### src/rtl/proj_mailbox_pkg.sv
// proj_mailbox_pkg
//   Shared constants and helpers for the per-project Wishbone write mailbox.
//   MAILBOX_DEPTH_DEFAULT / MAILBOX_WIDTH_DEFAULT : default FIFO geometry
//   DROP_CNT_W                                    : width of the dropped-write counter
//   pack_status()                                 : status word for harness readback,
//                                                   {overflow, 7'b0, drop_cnt, 8'b0, level}
package proj_mailbox_pkg;

   localparam int unsigned MAILBOX_DEPTH_DEFAULT = 8;
   localparam int unsigned MAILBOX_WIDTH_DEFAULT = 32;
   localparam int unsigned DROP_CNT_W            = 8;

   function automatic logic [31:0] pack_status(input logic                  overflow,
                                                input logic [DROP_CNT_W-1:0] drop_cnt,
                                                input logic [7:0]            level);
      return {overflow, 7'b0, drop_cnt, 8'b0, level};
   endfunction

endpackage

### src/rtl/mailbox_fifo.sv
// mailbox_fifo
//   Synchronous FIFO: storage array, wrap-bit pointers, full/empty and level.
//   Ports:
//     clk_i    : clock (rising edge)
//     clr_i    : synchronous clear of both pointers (storage not cleared)
//     push_i   : write request; accepted when not full or when popping
//     pop_i    : read request; caller only asserts it while not empty
//     wdata_i  : write data
//     rdata_o  : head word (combinational read of registered storage)
//     empty_o  : no stored words
//     full_o   : DEPTH stored words
//     level_o  : number of stored words
module mailbox_fifo
   import proj_mailbox_pkg::*;
#(
   parameter int unsigned DEPTH = MAILBOX_DEPTH_DEFAULT,
   parameter int unsigned WIDTH = MAILBOX_WIDTH_DEFAULT
) (
   input  logic                     clk_i,
   input  logic                     clr_i,
   input  logic                     push_i,
   input  logic                     pop_i,
   input  logic [WIDTH-1:0]         wdata_i,
   output logic [WIDTH-1:0]         rdata_o,
   output logic                     empty_o,
   output logic                     full_o,
   output logic [$clog2(DEPTH):0]   level_o
);

   localparam int unsigned AW = $clog2(DEPTH);
   localparam int unsigned PW = AW + 1;

   logic [WIDTH-1:0] mem_q [DEPTH];
   logic [PW-1:0]    wr_ptr_q, wr_ptr_d;
   logic [PW-1:0]    rd_ptr_q, rd_ptr_d;
   logic             wr_en;
   logic             rd_en;

   // Same-cycle pop frees the slot the push needs, so a full FIFO still accepts.
   assign wr_en = push_i & (~full_o | pop_i);
   assign rd_en = pop_i & ~empty_o;

   assign empty_o = (wr_ptr_q == rd_ptr_q);
   assign full_o  = (wr_ptr_q[AW-1:0] == rd_ptr_q[AW-1:0]) &&
                    (wr_ptr_q[AW] != rd_ptr_q[AW]);
   assign level_o = wr_ptr_q - rd_ptr_q;
   assign rdata_o = mem_q[rd_ptr_q[AW-1:0]];

   always_comb begin
      wr_ptr_d = wr_ptr_q;
      rd_ptr_d = rd_ptr_q;
      if (clr_i) begin
         wr_ptr_d = '0;
         rd_ptr_d = '0;
      end else begin
         if (wr_en) wr_ptr_d = wr_ptr_q + PW'(1);
         if (rd_en) rd_ptr_d = rd_ptr_q + PW'(1);
      end
   end

   always_ff @(posedge clk_i) begin
      wr_ptr_q <= wr_ptr_d;
      rd_ptr_q <= rd_ptr_d;
   end

   // Storage has no reset; a clear only moves the pointers.
   always_ff @(posedge clk_i) begin
      if (wr_en && !clr_i) mem_q[wr_ptr_q[AW-1:0]] <= wdata_i;
   end

endmodule

### src/rtl/proj_wb_mailbox.sv
// proj_wb_mailbox
//   Per-project write mailbox: captures wb_dat_i once per rising edge of the
//   harness write-update strobe, queues it, and streams it out over valid/ready.
//   Optional feature macro: PROJ_WB_MAILBOX_DROPCNT_EN (saturating drop counter;
//   when undefined drop_cnt_o is tied to zero).
//   Ports:
//     wb_clk_i   : clock (rising edge)
//     wb_rst_i   : synchronous active-high reset
//     wb_update_i: write-update strobe (may stay high several cycles per write)
//     wb_dat_i   : Wishbone write data
//     flush_i    : synchronous clear from project reset
//     m_valid_o  : head word available
//     m_data_o   : head word
//     m_ready_i  : consumer accepts head word
//     level_o    : stored word count
//     full_o     : level_o == DEPTH
//     overflow_o : sticky, a write was dropped
//     drop_cnt_o : saturating dropped-write count
module proj_wb_mailbox
   import proj_mailbox_pkg::*;
#(
   parameter int unsigned DEPTH = MAILBOX_DEPTH_DEFAULT,
   parameter int unsigned WIDTH = MAILBOX_WIDTH_DEFAULT
) (
   input  logic                    wb_clk_i,
   input  logic                    wb_rst_i,
   input  logic                    wb_update_i,
   input  logic [WIDTH-1:0]        wb_dat_i,
   input  logic                    flush_i,
   output logic                    m_valid_o,
   output logic [WIDTH-1:0]        m_data_o,
   input  logic                    m_ready_i,
   output logic [$clog2(DEPTH):0]  level_o,
   output logic                    full_o,
   output logic                    overflow_o,
   output logic [DROP_CNT_W-1:0]   drop_cnt_o
);

   logic upd_q, upd_d;
   logic overflow_q, overflow_d;
   logic clr;
   logic push;
   logic pop;
   logic drop;
   logic empty;

   assign clr  = wb_rst_i | flush_i;
   assign push = wb_update_i & ~upd_q;
   assign pop  = m_valid_o & m_ready_i;
   // Clear outranks a push, so a push during clear is lost without counting.
   assign drop = push & full_o & ~pop & ~clr;

   assign m_valid_o  = ~empty;
   assign overflow_o = overflow_q;

   always_comb begin
      upd_d = wb_update_i;
      overflow_d = overflow_q;
      if (clr)       overflow_d = 1'b0;
      else if (drop) overflow_d = 1'b1;
   end

   always_ff @(posedge wb_clk_i) begin
      if (wb_rst_i) begin
         upd_q      <= 1'b0;
         overflow_q <= 1'b0;
      end else begin
         upd_q      <= upd_d;
         overflow_q <= overflow_d;
      end
   end

`ifdef PROJ_WB_MAILBOX_DROPCNT_EN
   logic [DROP_CNT_W-1:0] drop_cnt_q, drop_cnt_d;

   always_comb begin
      drop_cnt_d = drop_cnt_q;
      if (clr)                             drop_cnt_d = '0;
      else if (drop && (drop_cnt_q != '1)) drop_cnt_d = drop_cnt_q + DROP_CNT_W'(1);
   end

   always_ff @(posedge wb_clk_i) begin
      if (wb_rst_i) drop_cnt_q <= '0;
      else          drop_cnt_q <= drop_cnt_d;
   end

   assign drop_cnt_o = drop_cnt_q;
`else
   assign drop_cnt_o = '0;
`endif

   mailbox_fifo #(
      .DEPTH (DEPTH),
      .WIDTH (WIDTH)
   ) u_fifo (
      .clk_i   (wb_clk_i),
      .clr_i   (clr),
      .push_i  (push),
      .pop_i   (pop),
      .wdata_i (wb_dat_i),
      .rdata_o (m_data_o),
      .empty_o (empty),
      .full_o  (full_o),
      .level_o (level_o)
   );

endmodule

### config.mk
export PLATFORM = sky130hd
export DESIGN_NAME = proj_wb_mailbox
export DESIGN_NICKNAME = d
export VERILOG_FILES = /design/src/rtl/proj_mailbox_pkg.sv /design/src/rtl/mailbox_fifo.sv /design/src/rtl/proj_wb_mailbox.sv
export SDC_FILE = /design/constraint.sdc
export NUM_CORES = 1
export LEC_CHECK = 0
export CORE_MARGIN = 5
export CORE_UTILIZATION = 25
export DETAILED_ROUTE_END_ITERATION = 6
export PLACE_DENSITY_LB_ADDON = 0.05
export SLEW_MARGIN = 30
export SYNTH_ARGS = -nofsm -noshare
export SYNTH_HDL_FRONTEND = slang
export SYNTH_HIERARCHICAL = 1
export SYNTH_SLANG_ARGS = --single-unit
### constraint.sdc
create_clock -name wb_clk_i -period 5.7 [get_ports wb_clk_i]
set_input_delay 1.14 -clock wb_clk_i [delete_from_list [all_inputs] [get_ports wb_clk_i]]
set_output_delay 1.14 -clock wb_clk_i [all_outputs]
set_load 0.02 [all_outputs]
After elaboration in Yosys (flattened, before gate mapping) --
Memory sizes are Yosys's and may differ from the RTL's. A register that Yosys moved wholly into a read port is not among the register bits. Index checks and enable logic that the tools add are counted.
Word-level totals: register bits after elaboration 10, bits in writable memories 256, logic and storage cells 33, memories 1
Memories:
- u_fifo.mem_q | words 8, bits a word 32, rd ports 1, clocked after memory_dff 1, wr ports 1, line mailbox_fifo.sv:33 | logic [WIDTH-1:0] mem_q [DEPTH];
Cells by class: muxes and demuxes 4, equality and inequality tests 3, reductions and logical operators 4, add/sub/neg operators 3, bitwise operators 14
Operators by type and width (number):
- adder 4 x 1 -> 4 bit, second input constant | 2
- AND 1 bit | 7
- two-way mux 3 bit | 2
- inverter 1 bit | 5
- == test 4 bit | 1
- subtractor 4 bit | 1
- == test 3 bit | 1
- logical AND 1 bit | 2
- two-way mux 1 bit | 2
- bitwise OR 1 bit | 2
- OR reduction 2 bit | 1
- logical NOT 1 bit | 1
- inequality test 1 bit | 1

Logic depth before layout (Yosys ltp) --
depth in word-level cells 8, depth in mapped cells 9, depth with buffers taken out 9

By module --
The synthesis kept the hierarchy.
Modules (own cells, without submodules):
- mailbox_fifo | area each 10415.0 sq um, sequential area each 7907.6 sq um, cells each 445, times used 1
- proj_wb_mailbox | area each 165.2 sq um, sequential area each 40.0 sq um, cells each 20, times used 1

Worst setup path before layout --
Ideal clock, no wire load.
path kind input -> register, start in flush_i, end mem u_fifo/mem_q[0][0] (netlist bit) (enable), setup time 0.461 ns, cell stages on the path 5, slack 1.130 ns, buffers on the path 1, data arrival time 4.109 ns, data required time 5.239 ns, cell sequence or2_1 > clkbuf_1 > nor3b_1 > nand2_1 > nor3_1
Between the ends: longest elaborated chain between the ends 5
RTL lines:
- from (decl) | line proj_wb_mailbox.sv:29 | input logic flush_i,
- bitwise OR 1 bit | line proj_wb_mailbox.sv:47 | assign clr = wb_rst_i | flush_i;
- logical NOT 1 bit | line mailbox_fifo.sv:68 | if (wr_en && !clr_i) mem_q[wr_ptr_q[AW-1:0]] <= wdata_i;
- logical AND 1 bit | line mailbox_fifo.sv:68
- two-way mux 1 bit | line mailbox_fifo.sv:68
- two-way mux 1 bit (not written as such) | line mailbox_fifo.sv:68
- to (decl) | line mailbox_fifo.sv:33
No other way between the ends.

==> results.cfg <==
[timing]
slew-limit-headroom = 0.3937
post-route-min-period_ps = 4359
rsz0062_at_grt = no
setup_viol = 0
fin_tns_setup_ps = 0
fmax_mhz = 229.4
hold_viol_final = 0
worst_pin_slew_ps = 907.3
post-route-period-util = 0.7648
report.final.slew_viol_count = 0
finClkSkew_ps = 6.281

[clocking]
cts_tree = done
clkLatencyLatePin_ps = 550
cts.sinks = 269
clockRootBuffer = clkbuf_16
cts_setup_buffers = 0
cts-resized-gates = 0
hold_buffers = 0
path_clk_slew_ps = 60
cts_buffer_depth = 3
h-tree-depth = 1
cts_made_buffers = 31

[floorplanning]
die_area_um2 = 46540
core_um2 = 41950
fp.dieH_um = 215.7
die_w_um = 215.7
ioPinCount = 84
row_count = 75
start_util = 0.2522

[logic_synthesis]
syn_avg_cell_area_um2 = 22.75
synth.distinct_cells = 38
synth_common_cells = edfxtp_1 (256), mux4_1 (40), mux2_2 (32)
async_flop_share = 0
syn_inst = 465
synth_area_leaders = edfxtp_1 (73%), mux4_1 (9.9%), mux4_2 (5.1%)
yosysSeqAreaShare = 0.7512
yosysTopAreaCell = edfxtp_1
ys_ff_latch = 269
synth_area_um2 = 10580
yosysMostFrequentCell = edfxtp_1
ys.flop_type = edfxtp_1
synth-edff-count = 256
yosysWarnings = 6
synthDominantCellAreaShare = 0.7266

[finish]
nets = 610
drive_gt1_frac = 0.2122
area_growth_pct = 22.49
fin_util = 0.3090
n_antenna_cell = 0
fin_area_um2 = 12960

[grt]
grt_util_met3 = 0.01962
grtUsageMet2 = 0.1706
grt_busiest_layer = met2
grt_start_max_net_pins = 35
grt_pass1_vias = 5472
antenna_found_initial = 0
grt_pass1_wl_um = 35580
use_met1 = 0.1356
overflow = 0
grtUsageTotal = 0.1017

[route]
drt-pass1-iter-count = 4
finalWirelength_um = 23660
final_antenna_net_count = 0
drt-initial-drc-count = 148
wl_per_cell_um = 20.97
vias_per_cell = 4.270
vias = 4817
route.detailed.drc = 0

[worst_setup_path]
rrSetupSlack_ps = 1850
worstReg2RegEnd = u_fifo/mem_q[7][16]
slowest_delay_ps = 750
cp.arrival_ps = 3220
worst_setup_path_start_kind = register
worstPathRequired_ps = 4560
critPathSlowestCell = dfxtp_4
path_buf_inv = 2
crit_family = multiplexers
crit_fanout = 34
end_kind = primary output
path_cells = buf_12 -> mux4_1 -> mux2_2 -> clkdlybuf4s50_1
reg2reg_from = u_fifo/wr_ptr_q[0]
critPathKind = register to primary output
worstRegToRegCells = 9

[placement]
hpwl_um = 14100
gp_congestion = 0.6391
portBuffers = 75
placed_cell_area_um2 = 12050

[run_status]
status = complete, no violations

[worst_hold_path]
hp-class = register to register
hold_path_startpoint = overflow_o
hold_path_depth = 2
hold_path_end = overflow_o

[run]
drv_cap = 0

[power]
p_leak_nw = 4.035
ir_drop_mv = 0.1905
p_per_area_nw_per_um2 = 313.2
-- metal layers --
| metal | part of all wire | vias to the layer above |
|---|---|---|
| met5 | 0 | - |
| met4 | 0.021 | 0 |
| met3 | 0.040 | 35 |
| met2 | 0.49 | 85 |
| met1 | 0.45 | 2546 |
| li1 | - | 2151 |
-- flip-flops by register name (all words and copies together) (netlist names), named ones only --
name and flops:
overflow_o 1, u_fifo/mem_q 256, u_fifo/rd_ptr_q 4, u_fifo/wr_ptr_q 4, upd_q 1
-- report_power, final --
group | switching (mW) | leakage (nW) | internal (mW)
combinational | 0.0617 | 1.18 | 0.0477
clock | 0.742 | 0.446 | 1.03
sequential | 0.00285 | 2.41 | 2.17
total | 0.807 | 4.03 | 3.25
-- worst reg2reg max path, delay by kind of cell, from the launching register on --
family	cells	cell delay (ps)
flops	1	470
fa+ha+maj	1	330
simple gates	6	2200
buf+inv	2	530
-- worst max path at each step --
stage	from	to	slack, ps	cells past startpoint
after global routing	register	m_data_o[9]	1150	4
after global placement	m_ready_i	u_fifo/mem_q[5][26]	1530	6
after CTS	register	m_data_o[20]	1200	4
final	register	m_data_o[5]	1340	4
after detailed placement	m_ready_i	u_fifo/mem_q[5][17]	1490	6
after floorplan	flush_i	u_fifo/mem_q[0][0]	1130	5
-- logic make-up after synthesis --
family,after synthesis,share of synthesized area
DFF,269,0.7512
xor gates and xnor gates,9,0.008160
adders and majority gates,6,0.007805
and+or+nand+nor,36,0.01680
buffers and inverters,37,0.02164
other,1,0.0003544
AOI/OAI and AO/OA,9,0.007687
muxes,98,0.1864
-- per-stage QoR --
step,instances,power [mW],setup WS (ps),hold slack (ps)
after floorplan,472,2.259,1130,535.4
after global routing,1128,4.235,1145,501.6
final,1128,4.058,1341,477.1
after detailed placement,1073,2.328,1488,464.5
after CTS,1128,4.145,1201,484.1
after global placement,1072,2.326,1529,468.2
-- layout by cell type (no fill, tap or decap), drive strengths merged --
master / n
clkdlybuf4s50: 75
clkinv: 14
a21oi: 1
nor2: 16
or3: 1
o311ai: 1
o31ai: 1
o21ai: 3
or4: 1
clkinvlp: 1
nand2b: 1
nor3b: 1
edfxtp: 256
ha: 5
nor3: 2
nand4b: 1
xor2: 4
mux4: 64
a21o: 1
bufinv: 1
mux2: 32
or3b: 1
o211ai: 1
inv: 10
o32ai: 1
conb: 8
nand2: 5
fa: 1
nand3: 2
xnor2: 5
clkbuf: 39
or2: 1
dfxtp: 13
and4: 1
buf: 14
nor2b: 3
mux2i: 2
-- cell type report --
cell class / instances / area [um2]
Fill cell: 4023 / 28990
Sequential cell: 269 / 7956
Multi-Input combinational cell: 166 / 2485
Timing Repair Buffer: 89 / 900.9
Clock buffer: 39 / 805.8
Tap cell: 539 / 674.4
Clock inverter: 16 / 100.1
Inverter: 10 / 37.54
Note: power is estimated with default switching activity, not from simulation.
